===== config.mk =====
export PLATFORM = sky130hd
export DESIGN_NAME = ps2_host_tx
export DESIGN_NICKNAME = d
export VERILOG_FILES = /design/src/rtl/ps2_host_tx.sv
export SDC_FILE = /design/constraint.sdc
export NUM_CORES = 1
export LEC_CHECK = 0
export CORE_UTILIZATION = 53
export CTS_CLUSTER_DIAMETER = 80
export DETAILED_ROUTE_END_ITERATION = 7
export GPL_TIMING_DRIVEN = 0
export PLACE_DENSITY = 0.76
export SETUP_SLACK_MARGIN = 0.02
export SYNTH_ARGS = -nofsm -noshare
export SYNTH_HDL_FRONTEND = slang
export SYNTH_SLANG_ARGS = --single-unit

===== constraint.sdc =====
create_clock -name clk -period 2.2 [get_ports clk]
set_input_delay 0.22 -clock clk [delete_from_list [all_inputs] [get_ports clk]]
set_output_delay 0.22 -clock clk [all_outputs]
set_load 0.01 [all_outputs]

===== src/rtl/ps2_host_tx.sv =====
// Host-to-device PS/2 transmitter: request-to-send, 11-bit frame, ACK check.
// Shares the open-drain ps2_clk/ps2_data pins with the keyboard receiver.
module ps2_host_tx #(
    parameter int unsigned INHIBIT_CYCLES = 5000,
    parameter int unsigned TIMEOUT_CYCLES = 750000
) (
    input  logic       clk,
    input  logic       rst,
    input  logic [7:0] tx_data,
    input  logic       tx_valid,
    output logic       tx_ready,
    input  logic       ps2_clk,
    input  logic       ps2_data,
    output logic       ps2_clk_oe,
    output logic       ps2_data_oe,
    output logic       busy,
    output logic       done,
    output logic       ack_ok,
    output logic       error
);

    localparam int unsigned INH_W = (INHIBIT_CYCLES > 2) ? $clog2(INHIBIT_CYCLES) : 1;
    localparam int unsigned TO_W  = (TIMEOUT_CYCLES > 2) ? $clog2(TIMEOUT_CYCLES) : 1;
    localparam int unsigned FRM_W = 10;
    localparam int unsigned BIT_W = 4;

    typedef enum logic [2:0] {
        S_IDLE,
        S_INHIBIT,
        S_SEND,
        S_ACK,
        S_RELEASE
    } state_t;

    state_t             state, state_nxt;
    logic [2:0]         clk_sync, data_sync;
    logic [FRM_W-1:0]   shreg, shreg_nxt;
    logic [BIT_W-1:0]   bit_cnt, bit_cnt_nxt;
    logic [INH_W-1:0]   inh_cnt, inh_cnt_nxt;
    logic [TO_W-1:0]    to_cnt, to_cnt_nxt;
    logic               ack_seen, ack_seen_nxt;
    logic               clk_oe_nxt, data_oe_nxt, done_nxt, ack_ok_nxt, error_nxt;
    logic               busy_nxt, tx_ready_nxt;
    logic               fall, lines_high, inh_done, timeout;

    assign fall       = clk_sync[2] & ~clk_sync[1];
    assign lines_high = clk_sync[2] & data_sync[2];
    assign inh_done   = (inh_cnt == INH_W'(INHIBIT_CYCLES - 1));
    assign timeout    = (to_cnt == TO_W'(TIMEOUT_CYCLES - 1));

    // Line synchronisers; reset to idle-high so no edge is seen out of reset
    always_ff @(posedge clk) begin
        if (rst) begin
            clk_sync  <= 3'b111;
            data_sync <= 3'b111;
        end else begin
            clk_sync  <= {clk_sync[1:0], ps2_clk};
            data_sync <= {data_sync[1:0], ps2_data};
        end
    end

    always_ff @(posedge clk) begin
        if (rst) state <= S_IDLE;
        else     state <= state_nxt;
    end

    always_comb begin
        state_nxt = state;
        case (state)
            S_IDLE:    if (tx_valid) state_nxt = S_INHIBIT;
            S_INHIBIT: if (inh_done) state_nxt = S_SEND;
            S_SEND: begin
                if (timeout)                           state_nxt = S_IDLE;
                else if (fall && bit_cnt == BIT_W'(9)) state_nxt = S_ACK;
            end
            S_ACK: begin
                if (timeout)   state_nxt = S_IDLE;
                else if (fall) state_nxt = S_RELEASE;
            end
            S_RELEASE: begin
                if (timeout || lines_high) state_nxt = S_IDLE;
            end
            default: state_nxt = S_IDLE;
        endcase
    end

    // Next values for the registered outputs and the datapath
    always_comb begin
        shreg_nxt    = shreg;
        bit_cnt_nxt  = bit_cnt;
        inh_cnt_nxt  = inh_cnt;
        to_cnt_nxt   = to_cnt;
        ack_seen_nxt = ack_seen;
        clk_oe_nxt   = ps2_clk_oe;
        data_oe_nxt  = ps2_data_oe;
        done_nxt     = 1'b0;
        ack_ok_nxt   = ack_ok;
        error_nxt    = error;
        case (state)
            S_IDLE: begin
                clk_oe_nxt  = 1'b0;
                data_oe_nxt = 1'b0;
                if (tx_valid) begin
                    shreg_nxt   = {1'b1, ~^tx_data, tx_data};
                    inh_cnt_nxt = '0;
                    ack_ok_nxt  = 1'b0;
                    error_nxt   = 1'b0;
                    clk_oe_nxt  = 1'b1;
                end
            end
            S_INHIBIT: begin
                if (inh_done) begin
                    clk_oe_nxt  = 1'b0;
                    data_oe_nxt = 1'b1;
                    to_cnt_nxt  = '0;
                    bit_cnt_nxt = '0;
                end else begin
                    inh_cnt_nxt = inh_cnt + INH_W'(1);
                end
            end
            S_SEND, S_ACK, S_RELEASE: begin
                to_cnt_nxt = to_cnt + TO_W'(1);
                if (timeout) begin
                    clk_oe_nxt  = 1'b0;
                    data_oe_nxt = 1'b0;
                    done_nxt    = 1'b1;
                    ack_ok_nxt  = 1'b0;
                    error_nxt   = 1'b1;
                end else if (state == S_SEND) begin
                    if (fall) begin
                        data_oe_nxt = ~shreg[0];
                        shreg_nxt   = {1'b0, shreg[FRM_W-1:1]};
                        bit_cnt_nxt = bit_cnt + BIT_W'(1);
                    end
                end else if (state == S_ACK) begin
                    if (fall) ack_seen_nxt = ~data_sync[1];
                end else if (lines_high) begin
                    done_nxt   = 1'b1;
                    ack_ok_nxt = ack_seen;
                    error_nxt  = ~ack_seen;
                end
            end
            default: begin
                clk_oe_nxt  = 1'b0;
                data_oe_nxt = 1'b0;
            end
        endcase
        busy_nxt     = (state_nxt != S_IDLE);
        tx_ready_nxt = (state_nxt == S_IDLE);
    end

    always_ff @(posedge clk) begin
        if (rst) begin
            shreg       <= '0;
            bit_cnt     <= '0;
            inh_cnt     <= '0;
            to_cnt      <= '0;
            ack_seen    <= 1'b0;
            ps2_clk_oe  <= 1'b0;
            ps2_data_oe <= 1'b0;
            done        <= 1'b0;
            ack_ok      <= 1'b0;
            error       <= 1'b0;
            busy        <= 1'b0;
            tx_ready    <= 1'b1;
        end else begin
            shreg       <= shreg_nxt;
            bit_cnt     <= bit_cnt_nxt;
            inh_cnt     <= inh_cnt_nxt;
            to_cnt      <= to_cnt_nxt;
            ack_seen    <= ack_seen_nxt;
            ps2_clk_oe  <= clk_oe_nxt;
            ps2_data_oe <= data_oe_nxt;
            done        <= done_nxt;
            ack_ok      <= ack_ok_nxt;
            error       <= error_nxt;
            busy        <= busy_nxt;
            tx_ready    <= tx_ready_nxt;
        end
    end

endmodule


; ---- Yosys cells after proc, flatten, opt, wreduce, memory -nomap -nowiden
; Cells that the tools add are included.
[word_totals]
reg_bits = 64
[classes]
n_addsub = 3
eq_ne = 19
muxes = 47
bitwise = 9
reduce_logical = 19
[ops]
columns = op, n
row1 = 2-to-1 mux 10 bit, 4
row2 = case mux 20 bit (2 select lines), 1
row3 = 2-to-1 mux 13 bit, 2
row4 = case mux 13 bit (2 select lines), 1
row5 = 2-to-1 mux 3 bit, 7
row6 = adder 20 x 1 -> 20 bit (second input constant), 1
row7 = == test 20 bit (second input constant), 1
row8 = 2-to-1 mux 1 bit, 20
row9 = 2-to-1 mux 20 bit, 1
row10 = case mux 10 bit (2 select lines), 1
row11 = AND reduction 5 bit, 4
row12 = 2-to-1 mux 4 bit, 4
row13 = != test 3 bit (second input constant), 5
row14 = case mux 3 bit (5 select lines), 1
row15 = != test 2 bit (second input constant), 7
row16 = adder 13 x 1 -> 13 bit (second input constant), 1
row17 = == test 13 bit (second input constant), 1
row18 = case mux 4 bit (2 select lines), 1
row19 = XNOR reduction 8 bit, 1
row20 = inverter 1 bit, 7
row21 = == test 3 x 2 -> 1 bit (second input constant), 2
row22 = zero test 3 bit, 2
row23 = case mux 1 bit (2 select lines), 3
row24 = AND reduction 3 bit, 2
row25 = other kinds (13), 17

; ---- Depth between registers and ports, before layout
[depth]
depth_word = 7
mapped_depth = 8
depth_no_buf = 6

; ---- Worst setup path before layout
; No wires, ideal clock.
[synth_path]
path_type = register -> register
from = register inh_cnt[3]
to = register to_cnt[18]
arrival_ps = 2144
required_ps = 2085
slack_ps = -58
stages_incl_launch_ff = 7
period_less_slack_ps = 2258
path_cell_list = dfxtp_1 > or4_4 > or4_1 > buf_2 > a211o_1 > o21a_1 > o21ba_1
[synth_between]
elab_chain_len = 3
[synth_rtl]
columns = item, line_no
row1 = start: declaration, 39  ; logic [INH_W-1:0] inh_cnt, inh_cnt_nxt;
row2 = start signal: assignment, 169  ; inh_cnt <= inh_cnt_nxt;
row3 = == test 13 bit, 48  ; assign inh_done = (inh_cnt == INH_W'(INHIBIT_CYCLES - 1));
row4 = != test 2 bit (no line), -
row5 = AND reduction 2 bit (no line), -
row6 = end signal: assignment, 170  ; to_cnt <= to_cnt_nxt;
row7 = end: declaration, 40  ; logic [TO_W-1:0] to_cnt, to_cnt_nxt;
; No other way between the ends.
; A chain may end at the register's enable or synchronous reset.

; ---- Final worst setup path
[layout_path]
from = register inh_cnt[11]
to = register to_cnt[14]
; The elaborated chain is that of the path after synthesis.

==> reports/qor.csv <==
metric;value;unit
Reg2Reg Depth;5;
Ant. Diodes;0;
drt first pass iters;4;
Max Slew Vio Count;0;
internal power;1.87;mW
Clock power frac;0.421;
register area;1290;um2
total track usage;0.254;
CTS Buffer Depth;2;
routed len/inst;14.8;um
clk root buf;clkbuf_8;
CTS tree;yes;
max-cap violations;0;
Mapped Nets;386;
port bufs;19;
combinational power share;0.085;
hold depth;1;
Seq pwr share;0.494;
Final Hold Vio Count;0;
failing checks;negative setup slack;
setup slack at placement;-0.342;ns
Setup Skew;0.0127;ns
RSZ-0062 raised after global routing;yes;
worst rel slew slack;0.605;
Post-DP HPWL;4750;um
Power per Cell Area;643;nW/um2
DRC violations left;0;
total power;2.44;mW
first-pass GRT wire length;12100;um
Period Utilization, post-route;1.04;
hold bufs inserted after CTS;0;
multi-input logic area;1780;um2
Crit path arrival time;2.50;ns
P&R area growth vs syn;23.0;%
Mapped Cells;369;
Antenna Violating Nets Remaining;0;
CTS H-tree depth;3;
Initial Util;0.554;
Placed Area;3390;um2
synthesized cell area;3090;um2
CP Capture Type;register;
routed via count;2798;
row cnt;27;
Worst Tran Pin Value;0.586;ns
sequential-to-total area share from yosys stat;0.415;
Fill cells;434;
synth warn;0;
routed vias/inst;5.77;
Clock transition at path regs;0.08;ns
routability cong.;0.920;
Die X-Extent;78.4;um
Die ar.;6140;um2
CTS Buf Count;9;
fmax;439;MHz
syn avg cell area;8.38;um2
Crit Path Max Fanout;6;
io pins;20;
Skew-Pair Late Insertion Delay;0.34;ns
asr flop ratio synth;0;
CTS Sinks;64;
post-route cell area;3800;um2
post-synth cell types;48;
Setup Viol. Count Final;3;
CP required;2.43;ns
Core Region;5570;um2
static leakage;1.34;nW
Hold Crit Class;register to register;
Startpoint Class;register;
final net count;425;
worst vdd ir;0.483;mV
#FFs+latches synth;64;
leading register cell type out of synthesis;dfxtp_1;
GR Overflow Total;0;
number of global-route vias before repair;2655;
largest net degree at the start of global routing;12;
Final Critical Period;2.28;ns
layout cells sized above 1;0.189;
switching power;574;uW
initial antenna violation count;0;
final worst setup slack;-0.0782;ns
status;finished, violations left;
EDFF count, synth;0;
net switching fraction of the power;0.235;
critical path class;register to register;
final wirelength;7160;um
Die Ht;78.4;um
starting DRC count in detailed routing;200;
cells in the mapped netlist (7+ instances only):
master    number  area (um2)
nand2_1       36         135
nand3_1       24         120
o21ai_0       12        60.1
or2_2         10        62.6
and3_1         7        43.8
xor2_1         8        70.1
nand4_1       10        62.6
xnor2_1       26         228
a311oi_1       9        78.8
a21oi_1       20         100
a211oi_1       8        60.1
clkbuf_1      19        71.3
dfxtp_1       64        1280
nor2_1        44         165
area by class of cell:
| class | count | area share |
|---|---|---|
| Timing Repair Buffer | 35 | 0.0810 |
| Clock inverter | 5 | 0.0145 |
| Multi-Input combinational cell | 274 | 0.467 |
| Clock buffer | 11 | 0.0398 |
| Sequential cell | 64 | 0.339 |
| Buffer | 18 | 0.0286 |
| Tap cell | 72 | 0.0237 |
| Inverter | 6 | 0.00592 |
worst max-delay path, cell delays in order (launching register included):
cell and delay [ns]:
dfxtp_2 0.32, or4_4 0.55, or4_4 0.57, a211o_4 0.38
o21a_1 0.18, o21ba_1 0.17
flip-flops by register name, summed over array words and instances, names as in the netlist, 3 cells and up:
| name | cells |
|---|---|
| state | 3 |
| bit_cnt | 4 |
| data_sync | 3 |
| inh_cnt | 13 |
| to_cnt | 20 |
| shreg | 10 |
| clk_sync | 3 |
per-stage QoR:
stage	util	std cells	TNS, ns	hold slack (ns)
finish	0.682	485	-0.172	0.413
global route	0.682	485	-0.533	0.422
CTS	0.665	484	-0.151	0.415
detailed placement	0.608	460	-6.47	0.398
global placement	0.608	460	-6.02	0.391
floorplan	-	369	-0.0909	0.324
path summary, 6_finish.rpt:
check,endpoint,slack (ns),startpoint
worst max-delay path,to_cnt[14],-0.08,inh_cnt[11]
worst min-delay path,clk_sync[1],0.41,clk_sync[0]
worst max register to register,to_cnt[14],-0.08,inh_cnt[11]
worst min register to register,clk_sync[1],0.41,clk_sync[0]
cells by family after synthesis:
| family | Yosys count | share of synthesized area |
|---|---|---|
| AO/OA/AOI/OAI | 78 | 0.180 |
| XOR/XNOR | 34 | 0.0964 |
| buffers and inverters | 31 | 0.0397 |
| AND/OR/NAND/NOR | 158 | 0.253 |
| flip-flops | 64 | 0.415 |
| adder cells (fa/ha/maj) | 4 | 0.0162 |
power by group through the flow:
stage	clock network, mW	registers (mW)	logic, mW
final	1.03	1.21	0.208
after global placement	0	1.23	0.190
after detailed placement	0	1.23	0.193
after global routing	1.10	1.21	0.231
after floorplan	0	1.23	0.123
after CTS	1.05	1.20	0.208
per-layer routing:
layer	routed length (um)	GRT usage	vias to the layer above
li1	-	-	1384
met2	3480	0.414	81
met5	0	0	-
met1	3300	0.312	1320
met4	114	0.146	0
met3	271	0.0512	13
placed cells by master, fill, tap and decap left out, drive strengths merged, types with 10 or more instances in the layout:
| cell type | count |
|---|---|
| clkbuf | 25 |
| nand3 | 24 |
| buf | 20 |
| o21ai | 12 |
| nand4 | 10 |
| a21oi | 20 |
| nor2 | 44 |
| a211oi | 10 |
| dfxtp | 64 |
| nand2 | 36 |
| xnor2 | 26 |
| or2 | 10 |
| clkdlybuf4s50 | 19 |
repair_timing:
item,in CTS,in global routing
hold endpoints to repair,0,0
setup endpoints to repair,46,47
buffers inserted,9,7
pin swaps,5,7
resized for setup,20,29
No activity file was read; power rests on OpenSTA's default activity.
==> RTL change: new RTL, same settings <==
Re-encode `state_t` (5 states) as one-hot, 5 bits wide.
--- a/src/rtl/ps2_host_tx.sv
+++ b/src/rtl/ps2_host_tx.sv
@@ -26,8 +26,8 @@
 
-    typedef enum logic [2:0] {
-        S_IDLE,
-        S_INHIBIT,
-        S_SEND,
-        S_ACK,
-        S_RELEASE
+    typedef enum logic [4:0] {
+        S_IDLE    = 5'b00001,
+        S_INHIBIT = 5'b00010,
+        S_SEND    = 5'b00100,
+        S_ACK     = 5'b01000,
+        S_RELEASE = 5'b10000
     } state_t;
Check against the original RTL: no difference found for any inputs over 10 cycles, from zero or initial values and one cycle with rst high; not proved beyond that.
==> RTL change against the original RTL <==
The run still ends with negative setup slack left. Design area up 23%. Sequential cell count up 2. Highest routed layer unchanged. Area after synthesis increased by 11%. Via count increased by 32%. Critical path depth is 3 higher. Worst setup slack worse by 43 ps. Die area increased by 11%. Total power rose by 9.7%. Wire length grew 52%.
==> RTL change: results (changes against the original RTL) <==
Yosys
  • Yosys reg bits: 66 (was 64)
  • Most instantiated cells after synthesis: dfxtp_1 (66), a21oi_1 (39), nand2_1 (33) (was dfxtp_1 (64), nor2_1 (44), nand2_1 (36))
  • Post-synthesis mux area share: 3.78% (was 0%)
  • Syn_area_per_cell: 8.47 sq um (was 8.38 sq um)
  • Largest cells by area after synthesis: dfxtp_1 (38%), a21oi_1 (5.7%), mux2i_1 (3.8%) (was dfxtp_1 (41%), xnor2_1 (7.4%), nor2_1 (5.3%))
  • Adder-Cell Fraction of Synth Area: 1.45% (was 1.62%)

Finish
  • # clk buffers: 15 (was 11)
  • # fillers: 393 (was 434)
  • Fraction of area in multi-input gates: 50.4% (was 46.7%)
  • Fin cells: 546 (was 485)
  • Nets@finish: 483 (was 425)
  • Layout clock area frac: 4.62% (was 5.43%)
  • Fin util: 76.9% (was 68.2%)

Pwr
  • Flop pwr share: 46.6% (was 49.4%)
  • Clk pwr: 1.13 mW (was 1.03 mW)
  • Seq pwr: 1.25 mW (was 1.21 mW)
  • Maximum vdd drop: 0.411 mV (was 0.483 mV)
  • Static Leak: 1.64 nW (was 1.34 nW)

Run status
  • Failing checks: negative setup slack (unchanged)
  • Status: complete, but fails checks (unchanged)

Timing
  • Fin worst setup slack: -122 ps (was -78.2 ps)
  • Final Setup Violations: 14 (was 3)

Clocking
  • Post-CTS setup buffers: 14 (was 9)

GRT
  • Gr usage total: 29.4% (was 25.4%)

Worst setup path
  • Critical Path Slowest Stage Cell: or4bb_4 (was or4_4)
  • Maximum fanout along the worst path: 5 (was 6)
  • Reg2Reg Depth: 8 (was 5)

Route
  • Via count: 3694 (was 2798)
  • Average wire per standard cell: 19.9 um (was 14.8 um)
  • DRT Pass-1 Iters: 5 (was 4)
  • DRT iter0 DRCs: 334 (was 200)

Placed design
  • Placed Area: 0.00375 sq mm (was 0.00339 sq mm)
==> RTL change: logic make-up (layout without fill, tap and decap cells) <==
group	count (synthesis)	after routing
simple gates	158	159
compound gates	117	118
fa+ha+maj	4	4
buf+inv	35	98
xor+xnor	13	13
flops	66	66
mux	13	13
==> RTL change: final timing paths <==
check | startpoint | endpoint
max | inh_cnt[5]$_SDFFE_PP0P_ | to_cnt[6]$_SDFFE_PP0P_
min | data_sync[0]$_SDFF_PP1_ | data_sync[1]$_SDFF_PP1_
max reg2reg | inh_cnt[5]$_SDFFE_PP0P_ | to_cnt[6]$_SDFFE_PP0P_
min reg2reg | data_sync[0]$_SDFF_PP1_ | data_sync[1]$_SDFF_PP1_
==> RTL change: metal layers <==
layer | wire length (um) | up-vias | global-route usage [%]
li1 | - | 1657 | -
met1 | 4270 | 1781 | 35.6
met2 | 5380 | 208 | 50.7
met3 | 752 | 48 | 4.84
met4 | 463 | 0 | 13.3
met5 | 0 | - | 0
